[config.mk]
export PLATFORM = sky130hd
export DESIGN_NAME = cic_comp_fir
export DESIGN_NICKNAME = d
export VERILOG_FILES = /design/src/rtl/cic_comp_fir_pkg.sv /design/src/rtl/cic_comp_fir_comp_mac.sv /design/src/rtl/cic_comp_fir.sv
export SDC_FILE = /design/constraint.sdc
export NUM_CORES = 1
export LEC_CHECK = 0
export CORE_UTILIZATION = 50
export DETAILED_ROUTE_END_ITERATION = 10
export PLACE_DENSITY = 0.64
export SETUP_SLACK_MARGIN = 0.15
export SLEW_MARGIN = 15
export SYNTH_ARGS = -nofsm -noshare
export SYNTH_HDL_FRONTEND = slang
export SYNTH_HIERARCHICAL = 1
export SYNTH_SLANG_ARGS = --single-unit
export TNS_END_PERCENT = 50
[constraint.sdc]
create_clock -name clk -period 10.1 [get_ports clk]
set_clock_uncertainty 0.05 [all_clocks]
set_input_delay 2.02 -clock clk [delete_from_list [all_inputs] [get_ports clk]]
set_output_delay 2.02 -clock clk [all_outputs]
set_load 0.03 [all_outputs]
[src/rtl/cic_comp_fir_pkg.sv]
// Shared widths, FSM encoding and the CIC droop-compensation coefficients.
package cic_comp_pkg;

    localparam int IN_W   = 19;
    localparam int COEF_W = 16;
    localparam int TAPS   = 16;
    localparam int OUT_W  = 20;
    localparam int ACC_W  = IN_W + COEF_W + $clog2(TAPS);
    localparam int PTR_W  = $clog2(TAPS);

    typedef enum logic [1:0] {
        IDLE,
        MAC,
        DRAIN,
        OUT
    } state_t;

    // Symmetric inverse-sinc compensator, Q1.15, taps sum to 32768 (unity DC gain).
    localparam logic signed [COEF_W-1:0] COEF [TAPS] = '{
        -16'sd64,   16'sd96,   -16'sd160,  16'sd256,
        -16'sd448,  16'sd768,  -16'sd1536, 16'sd17472,
         16'sd17472, -16'sd1536, 16'sd768, -16'sd448,
         16'sd256,  -16'sd160,  16'sd96,   -16'sd64
    };

endpackage

[src/rtl/cic_comp_fir_comp_mac.sv]
// Registered multiplier, full-precision accumulator, round-half-up and saturation.
module comp_mac
    import cic_comp_pkg::*;
(
    input  logic                     clk,
    input  logic                     rst,
    input  logic                     clear,
    input  logic                     mac_en,
    input  logic                     finish,
    input  logic signed [IN_W-1:0]   sample,
    input  logic signed [COEF_W-1:0] coef,
    output logic signed [OUT_W-1:0]  result,
    output logic                     result_valid
);

    localparam int PROD_W = IN_W + COEF_W;
    localparam logic signed [ACC_W-1:0] RND    = ACC_W'(2 ** (COEF_W - 2));
    localparam logic signed [ACC_W-1:0] SAT_HI = ACC_W'(2 ** (OUT_W - 1) - 1);
    localparam logic signed [ACC_W-1:0] SAT_LO = ~SAT_HI;

    logic signed [PROD_W-1:0] prod;
    logic                     prod_vld;
    logic signed [ACC_W-1:0]  acc;
    logic signed [ACC_W-1:0]  acc_rnd;
    logic signed [ACC_W-1:0]  acc_shr;
    logic signed [OUT_W-1:0]  sat_val;

    // Round the accumulator back to sample scale and clamp to the output range.
    always_comb begin
        acc_rnd = acc + RND;
        acc_shr = acc_rnd >>> (COEF_W - 1);
        if (acc_shr > SAT_HI) begin
            sat_val = SAT_HI[OUT_W-1:0];
        end else if (acc_shr < SAT_LO) begin
            sat_val = SAT_LO[OUT_W-1:0];
        end else begin
            sat_val = acc_shr[OUT_W-1:0];
        end
    end

    // Product register feeds the accumulator one cycle later; result latched on finish.
    always_ff @(posedge clk) begin
        if (!rst) begin
            prod         <= '0;
            prod_vld     <= 1'b0;
            acc          <= '0;
            result       <= '0;
            result_valid <= 1'b0;
        end else begin
            prod_vld <= mac_en;
            if (mac_en) begin
                prod <= sample * coef;
            end
            if (clear) begin
                acc <= '0;
            end else if (prod_vld) begin
                acc <= acc + ACC_W'(prod);
            end
            result_valid <= finish;
            if (finish) begin
                result <= sat_val;
            end
        end
    end

endmodule

[src/rtl/cic_comp_fir.sv]
// CIC droop-compensation FIR with decimate-by-2, one shared MAC, TAPS cycles per output.
//
// state | meaning
// IDLE  | waiting; samples (or the held sample) are written to the buffer
// MAC   | TAPS cycles, one tap product issued per cycle
// DRAIN | last registered product is accumulated
// OUT   | rounded/saturated result is latched in the MAC unit
module cic_comp_fir
    import cic_comp_pkg::*;
(
    input  logic                    clk,
    input  logic                    rst,
    input  logic [IN_W-1:0]         in,
    input  logic                    in_valid,
    output logic signed [OUT_W-1:0] out,
    output logic                    out_valid,
    output logic                    busy,
    output logic                    overrun
);

    logic signed [IN_W-1:0]  buf_mem [TAPS];
    logic [PTR_W-1:0]        wr_ptr;
    logic [PTR_W-1:0]        tap;
    logic [PTR_W-1:0]        rd_idx;
    logic                    phase;
    logic                    hold_full;
    logic [IN_W-1:0]         hold_data;
    state_t                  state;

    logic                    wr_en;
    logic [IN_W-1:0]         wr_raw;
    logic                    trigger;
    logic signed [OUT_W-1:0] res;
    logic                    res_valid;

    // Pick what gets written this cycle: the held sample has priority over a new one.
    always_comb begin
        wr_en  = 1'b0;
        wr_raw = in;
        if (state == IDLE) begin
            if (hold_full) begin
                wr_en  = 1'b1;
                wr_raw = hold_data;
            end else if (in_valid) begin
                wr_en = 1'b1;
            end
        end
    end

    assign trigger = wr_en & phase;
    assign rd_idx  = wr_ptr - PTR_W'(1) - tap;

    // Sample buffer, write pointer, decimation phase, hold register and overrun flag.
    always_ff @(posedge clk) begin
        if (!rst) begin
            for (int i = 0; i < TAPS; i++) begin
                buf_mem[i] <= '0;
            end
            wr_ptr    <= '0;
            phase     <= 1'b0;
            hold_full <= 1'b0;
            hold_data <= '0;
            overrun   <= 1'b0;
        end else begin
            if (wr_en) begin
                buf_mem[wr_ptr] <= {~wr_raw[IN_W-1], wr_raw[IN_W-2:0]};
                wr_ptr          <= wr_ptr + PTR_W'(1);
                phase           <= ~phase;
            end
            if (state == IDLE) begin
                if (hold_full) begin
                    hold_full <= in_valid;
                    if (in_valid) begin
                        hold_data <= in;
                    end
                end
            end else if (in_valid) begin
                if (!hold_full) begin
                    hold_full <= 1'b1;
                    hold_data <= in;
                end else begin
                    overrun <= 1'b1;
                end
            end
        end
    end

    // Sweep sequencer with registered busy.
    always_ff @(posedge clk) begin
        if (!rst) begin
            state <= IDLE;
            tap   <= '0;
            busy  <= 1'b0;
        end else begin
            case (state)
                IDLE: begin
                    if (trigger) begin
                        state <= MAC;
                        tap   <= '0;
                        busy  <= 1'b1;
                    end
                end
                MAC: begin
                    tap <= tap + PTR_W'(1);
                    if (tap == PTR_W'(TAPS - 1)) begin
                        state <= DRAIN;
                    end
                end
                DRAIN: begin
                    state <= OUT;
                end
                OUT: begin
                    state <= IDLE;
                    busy  <= 1'b0;
                end
                default: begin
                    state <= IDLE;
                    busy  <= 1'b0;
                end
            endcase
        end
    end

    comp_mac u_mac (
        .clk          (clk),
        .rst          (rst),
        .clear        (trigger),
        .mac_en       (state == MAC),
        .finish       (state == OUT),
        .sample       (buf_mem[rd_idx]),
        .coef         (COEF[tap]),
        .result       (res),
        .result_valid (res_valid)
    );

    // Output register: holds the last sample, single-cycle valid strobe.
    always_ff @(posedge clk) begin
        if (!rst) begin
            out       <= '0;
            out_valid <= 1'b0;
        end else begin
            out_valid <= res_valid;
            if (res_valid) begin
                out <= res;
            end
        end
    end

endmodule

**Word-level counts from Yosys, hierarchy flattened**

Memory sizes are Yosys's and may differ from the RTL's.
Index checks and enable logic that the tools add are counted.

- Muxes and demuxes: 30
- Bitwise logic cells: 6
- Equality and inequality tests: 8
- Multiply operators: 1
- Magnitude comparators: 3
- Add/sub/neg operators: 6
- Reductions and logical operators: 11

Operators by type and width:

| operator | number |
|---|---|
| $mux 19 | 7 |
| $mux 20 | 2 |
| $add 39x16->39 const B | 1 |
| $add 39x35->39 | 1 |
| $mul 19x16->35 | 1 |
| $mux 16 | 2 |
| $gt 24x20->1 const B | 1 |
| $lt 24x20->1 const B | 1 |
| $reduce_or 19->1 | 1 |
| $mux 1 | 12 |
| $add 4x1->4 const B | 2 |
| $mux 4 | 2 |
| $ne 2x2->1 const B | 4 |
| $pmux 2 s4 | 1 |
| $pmux 4 s2 | 1 |
| $reduce_and 2->1 | 3 |
| $reduce_and 3->1 | 2 |
| $reduce_bool 2->1 | 3 |
| $ge 5x5->1 const B | 1 |
| $not 4->5 | 1 |
| $eq 2x2->1 const B | 2 |
| $eq 4x4->1 const B | 1 |
| $mux 2 | 2 |
| $not 1->1 | 4 |
| other kinds (7) | 7 |

- Output and inout bits: 23
- Input port bits: 22
- Register bits: 150
- Memory bits (read-only): 256
- RAM bits: 304
- Memories: 2

Memories:

| memory | depth | width | read ports | clocked after memory_dff | wr ports | RTL line | RTL |
|---|---|---|---|---|---|---|---|
| buf_mem | 16 | 19 | 1 | 0 | 16 | cic_comp_fir.sv:21 | `logic signed [IN_W-1:0] buf_mem [TAPS];` |
| (name not given) | 16 | 16 | 1 | 0 | 0 | cic_comp_fir.sv:131 | `.coef (COEF[tap]),` |

**Longest topological paths before layout**

- Depth after elaboration: 8
- Mapped depth: 36
- Gate-level depth less buffers: 33

**Hierarchy**

The synthesis kept the hierarchy.

By module, submodules not included:

| module | cells each | times used | area each (sq um) |
|---|---|---|---|
| comp_mac | 1933 | 1 | 17150.2 |
| cic_comp_fir | 1233 | 1 | 16115.5 |

**Worst setup path after synthesis**

No wires, ideal clock.

- Path kind: register -> register
- Start point: register tap[0]
- End point: register u_mac.prod[34]
- Setup slack: 2.004 ns
- Path buffers: 4
- Data arrival time: 7.926 ns
- Library setup time: 0.120 ns
- Cell stages (with the launch flop): 32
- Path through: dfxtp_1 inv_1 ha_1 inv_1 fa_1 buf_2 buf_2 buf_2 mux4_2 o211ai_1 nand3_1 clkbuf_1 nand2_1 fa_1 inv_1 fa_1 inv_1 fa_1 fa_1 fa_1 fa_1 inv_1 ha_1 and3_1 nand3_1 nor2_1 a21bo_2 a31o_2 nor2b_1 o21ba_2 and4b_1 o31a_1

- Word-level cells in the longest chain between the ends: 5

Ends and longest elaborated chain:

| element | RTL line | RTL |
|---|---|---|
| from (decl) | cic_comp_fir.sv:23 | `logic [PTR_W-1:0] tap;` |
| from (signal assigned) | cic_comp_fir.sv:104 | `tap <= tap + PTR_W'(1);` |
| branches (longest 4 deep; another with $mem_v2 16x19) | -- |  |
| $mul 19x16->35 (*) | cic_comp_fir_comp_mac.sv:52 | `prod <= sample * coef;` |
| to (signal assigned) | cic_comp_fir_comp_mac.sv:52 |  |
| to (decl) | cic_comp_fir_comp_mac.sv:21 | `logic signed [PROD_W-1:0] prod;` |

Mark *: on every way between the ends. The select of a mux whose other input is x is not followed.
A chain may end at the register's enable or synchronous reset.

**Final worst setup path**

- Start point: register tap[2]
- End point: register u_mac.prod[33]

The elaborated chain is that of the path after synthesis.

==> flow_metrics.tcl <==
set metrics [dict create \
    hp-class "flip-flop to flip-flop" \
    track_usage_pct 26.5 \
    async_flop_share_pct 0 \
    grt_max_degree 87 \
    synth_area_um2 33300 \
    drt_iter0_drc 1813 \
    synthFlopType "edfxtp_1" \
    firstDrtPassIters 6 \
    grt_pass1_wl_um 136000 \
    clkLatencyLatePin_ns 0.61 \
    reg2reg_depth 27 \
    ios 45 \
    fin_setup_tns_ns 0 \
    endpoint_kind "flip-flop" \
    finalHoldViolCount 0 \
    maxCapViolCount 0 \
    outcome "finished, final reports clean" \
    start_kind "flip-flop" \
    crit_type "flip-flop to flip-flop" \
    post-synth-top-area-cell "edfxtp_1" \
    place_congestion 0.969 \
    fmax_mhz 108 \
    min_to "hold_data[6]$_SDFFE_PN0P_" \
    placedCellCount 3990 \
    root_buffer "clkbuf_16" \
    holdBufCountCts 0 \
    vias 23000 \
    die_area_um2 67600 \
    critPathTopFamily "adder cells" \
    overflow 0 \
    drive_above_1_share_pct 8.78 \
    clkTransAtPathRegs_ns 0.06 \
    cts_buffers 47 \
    core_um2 65700 \
    drc 0 \
    critical_path_required_ns 10.53 \
    path_buf_inv 4 \
    synth_area_per_cell_um2 10.5 \
    synth.distinct_cells 90 \
    ys_ff_latch 454 \
    num_rows 94 \
    area_growth_pct 8.84 \
    cts_buffer_depth 3 \
    cp_slowest_cell "a21oi_4" \
    slowest_delay_ns 0.70 \
    cts-resized-gates 0 \
    hold_depth 2 \
    syn_inst 3166 \
    ant_nets 0 \
    yosysWarnings 6 \
    synth_edf_count 304 \
    fin_crit_sh_pct 91.7 \
    wl_um 87300 \
    drv_slew 0 \
    grt_pass1_vias 23600 \
    cts.sinks 454 \
    cts_setup_buffers 0 \
    io_buffers 44 \
    grtUsageMet2_pct 45.4 \
    final_cells 4076 \
    synth.area.top_cells "edfxtp_1 (27%), fa_1 (18%), dfxtp_1 (9.0%), ha_1 (5.5%), nor2_1 (5.1%)" \
    antenna_found_initial 0 \
    min_from "hold_data[6]$_SDFFE_PN0P_" \
    grt_busiest_layer "met2" \
    hpwl_um 63500 \
    use_met1_pct 34.9 \
    rsz0062_at_grt "no" \
    viasPerCell 5.65 \
    max_slew_margin_pct 22.2 \
    die_h_um 260 \
    r2r_start "tap[2]$_SDFFE_PN0P_" \
    worstMarginPinSlew_ns 1.16 \
    startpoint "tap[2]$_SDFFE_PN0P_" \
    start_util_pct 50.6 \
    wl_per_cell_um 21.4 \
    dieWidth_um 260 \
    r2r_end "u_mac/prod[33]$_SDFFE_PN0P_" \
    r2r_slack_ns 0.83 \
    ys_seq_area_share_pct 36.5 \
    timing.final.crit_period_ns 9.27 \
    finalSetupViolations 0 \
    cp_max_fo 31 \
    h-tree-depth 2 \
    nNetsFinal 3650 \
    grt_use_met3_pct 2.80 \
    crit_arrival_ns 9.70 \
    cts_tree "built" \
    cp_common_cell "fa_1" \
    yosys.area.top_type_share_pct 27.4 \
]
worst register-to-register path: cells and delay by family, from the launching register on:
family          cells  cell delay [ns]
compound gates      9             2.44
fa+ha+maj           8             3.78
buf+inv             4             0.69
flops               1             0.55
mux                 1             0.13
simple gates        5             1.53
metrics by stage:
step           hold WS [ns]  cell area, µm²  utilization (%)  setup slack [ns]
2_1_floorplan         0.384           33300                -              2.00
3_3_place_gp          0.389           34700             52.7             0.950
3_5_place_dp          0.399           34700             52.7             0.890
4_1_cts               0.407           36200             55.1             0.876
5_1_grt               0.416           36200             55.1             0.395
6_report              0.405           36200             55.1             0.835
cells in the mapped netlist, types with 11 or more instances:
cell      count
and3_1       13
nor3_1       19
a21oi_1      85
nand2_1     311
nor2b_1      31
buf_1        12
nor2_1      451
clkbuf_1     90
and2_1      147
buf_2        56
mux2i_1      86
edfxtp_1    304
buf_4        15
ha_1        147
xnor2_1      64
inv_1       399
a21o_1       27
o21ai_0      41
o221a_2      11
a211oi_1     15
a211o_1      20
xor2_1       32
dfxtp_1     150
fa_1        306
nand2b_1     13
mux4_2       68
o211ai_1     38
nand3_1      48
logic make-up (layout without fill, tap and decap cells):
group | Yosys count | after routing | synth area share, %
fa+ha+maj | 453 | 453 | 23.9
buf+inv | 584 | 607 | 7.29
compound gates | 334 | 334 | 7.26
mux | 165 | 165 | 7.97
flops | 454 | 454 | 36.5
simple gates | 1079 | 1079 | 14.5
other cells | 1 | 24 | 0.0113
xor+xnor | 96 | 96 | 2.53
metal layers:
metal	vias up	wire length (µm)
li1	10500	-
met2	799	43600
met1	11600	35900
met5	-	0
met4	0	2820
met3	143	4970
layout make-up:
type | count | area [µm²]
sequential | 454 | 12100
clock buffer | 62 | 1300
inverter | 402 | 1510
multi-input combinational | 2150 | 18900
fill | 5594 | 29500
antenna | 1 | 2.50
timing repair buffer | 120 | 1060
clock inverter | 23 | 223
tap | 864 | 1080
state kept, by name, indices dropped and copies added, names as in the netlist:
name,flops
buf_mem,304
busy,1
hold_data,19
hold_full,1
out,20
out_valid,1
overrun,1
phase,1
state,2
tap,4
u_mac/acc,39
u_mac/prod,35
u_mac/prod_vld,1
u_mac/result,20
u_mac/result_valid,1
wr_ptr,4
worst max path at each step:
stage	slack [ns]	endpoint	cells after the start
2_1_floorplan	2.00	u_mac/prod[34]$_SDFFE_PN0P_	31
6_report	0.83	u_mac/prod[33]$_SDFFE_PN0P_	27
3_5_place_dp	0.89	u_mac/prod[33]$_SDFFE_PN0P_	27
5_1_grt	0.39	u_mac/prod[33]$_SDFFE_PN0P_	27
3_3_place_gp	0.95	u_mac/prod[33]$_SDFFE_PN0P_	27
4_1_cts	0.88	u_mac/prod[33]$_SDFFE_PN0P_	27
cell usage in the layout, fill, tap and decap left out, drive strengths merged, types with 23 or more instances in the layout:
master           n
clkdlybuf4s50   43
conb            23
xor2            32
nand2          313
fa             306
dfxtp          150
edfxtp         304
mux4            77
nand3           51
a21o            27
clkbuf          62
inv            401
nor2b           31
xnor2           64
buf             77
o21ai           49
o211ai          44
ha             147
nor2           453
mux2i           86
a21oi           87
and2           148
Power is not shown: default switching activity piles up to over one toggle a cycle in this logic, so the estimate is an artifact.
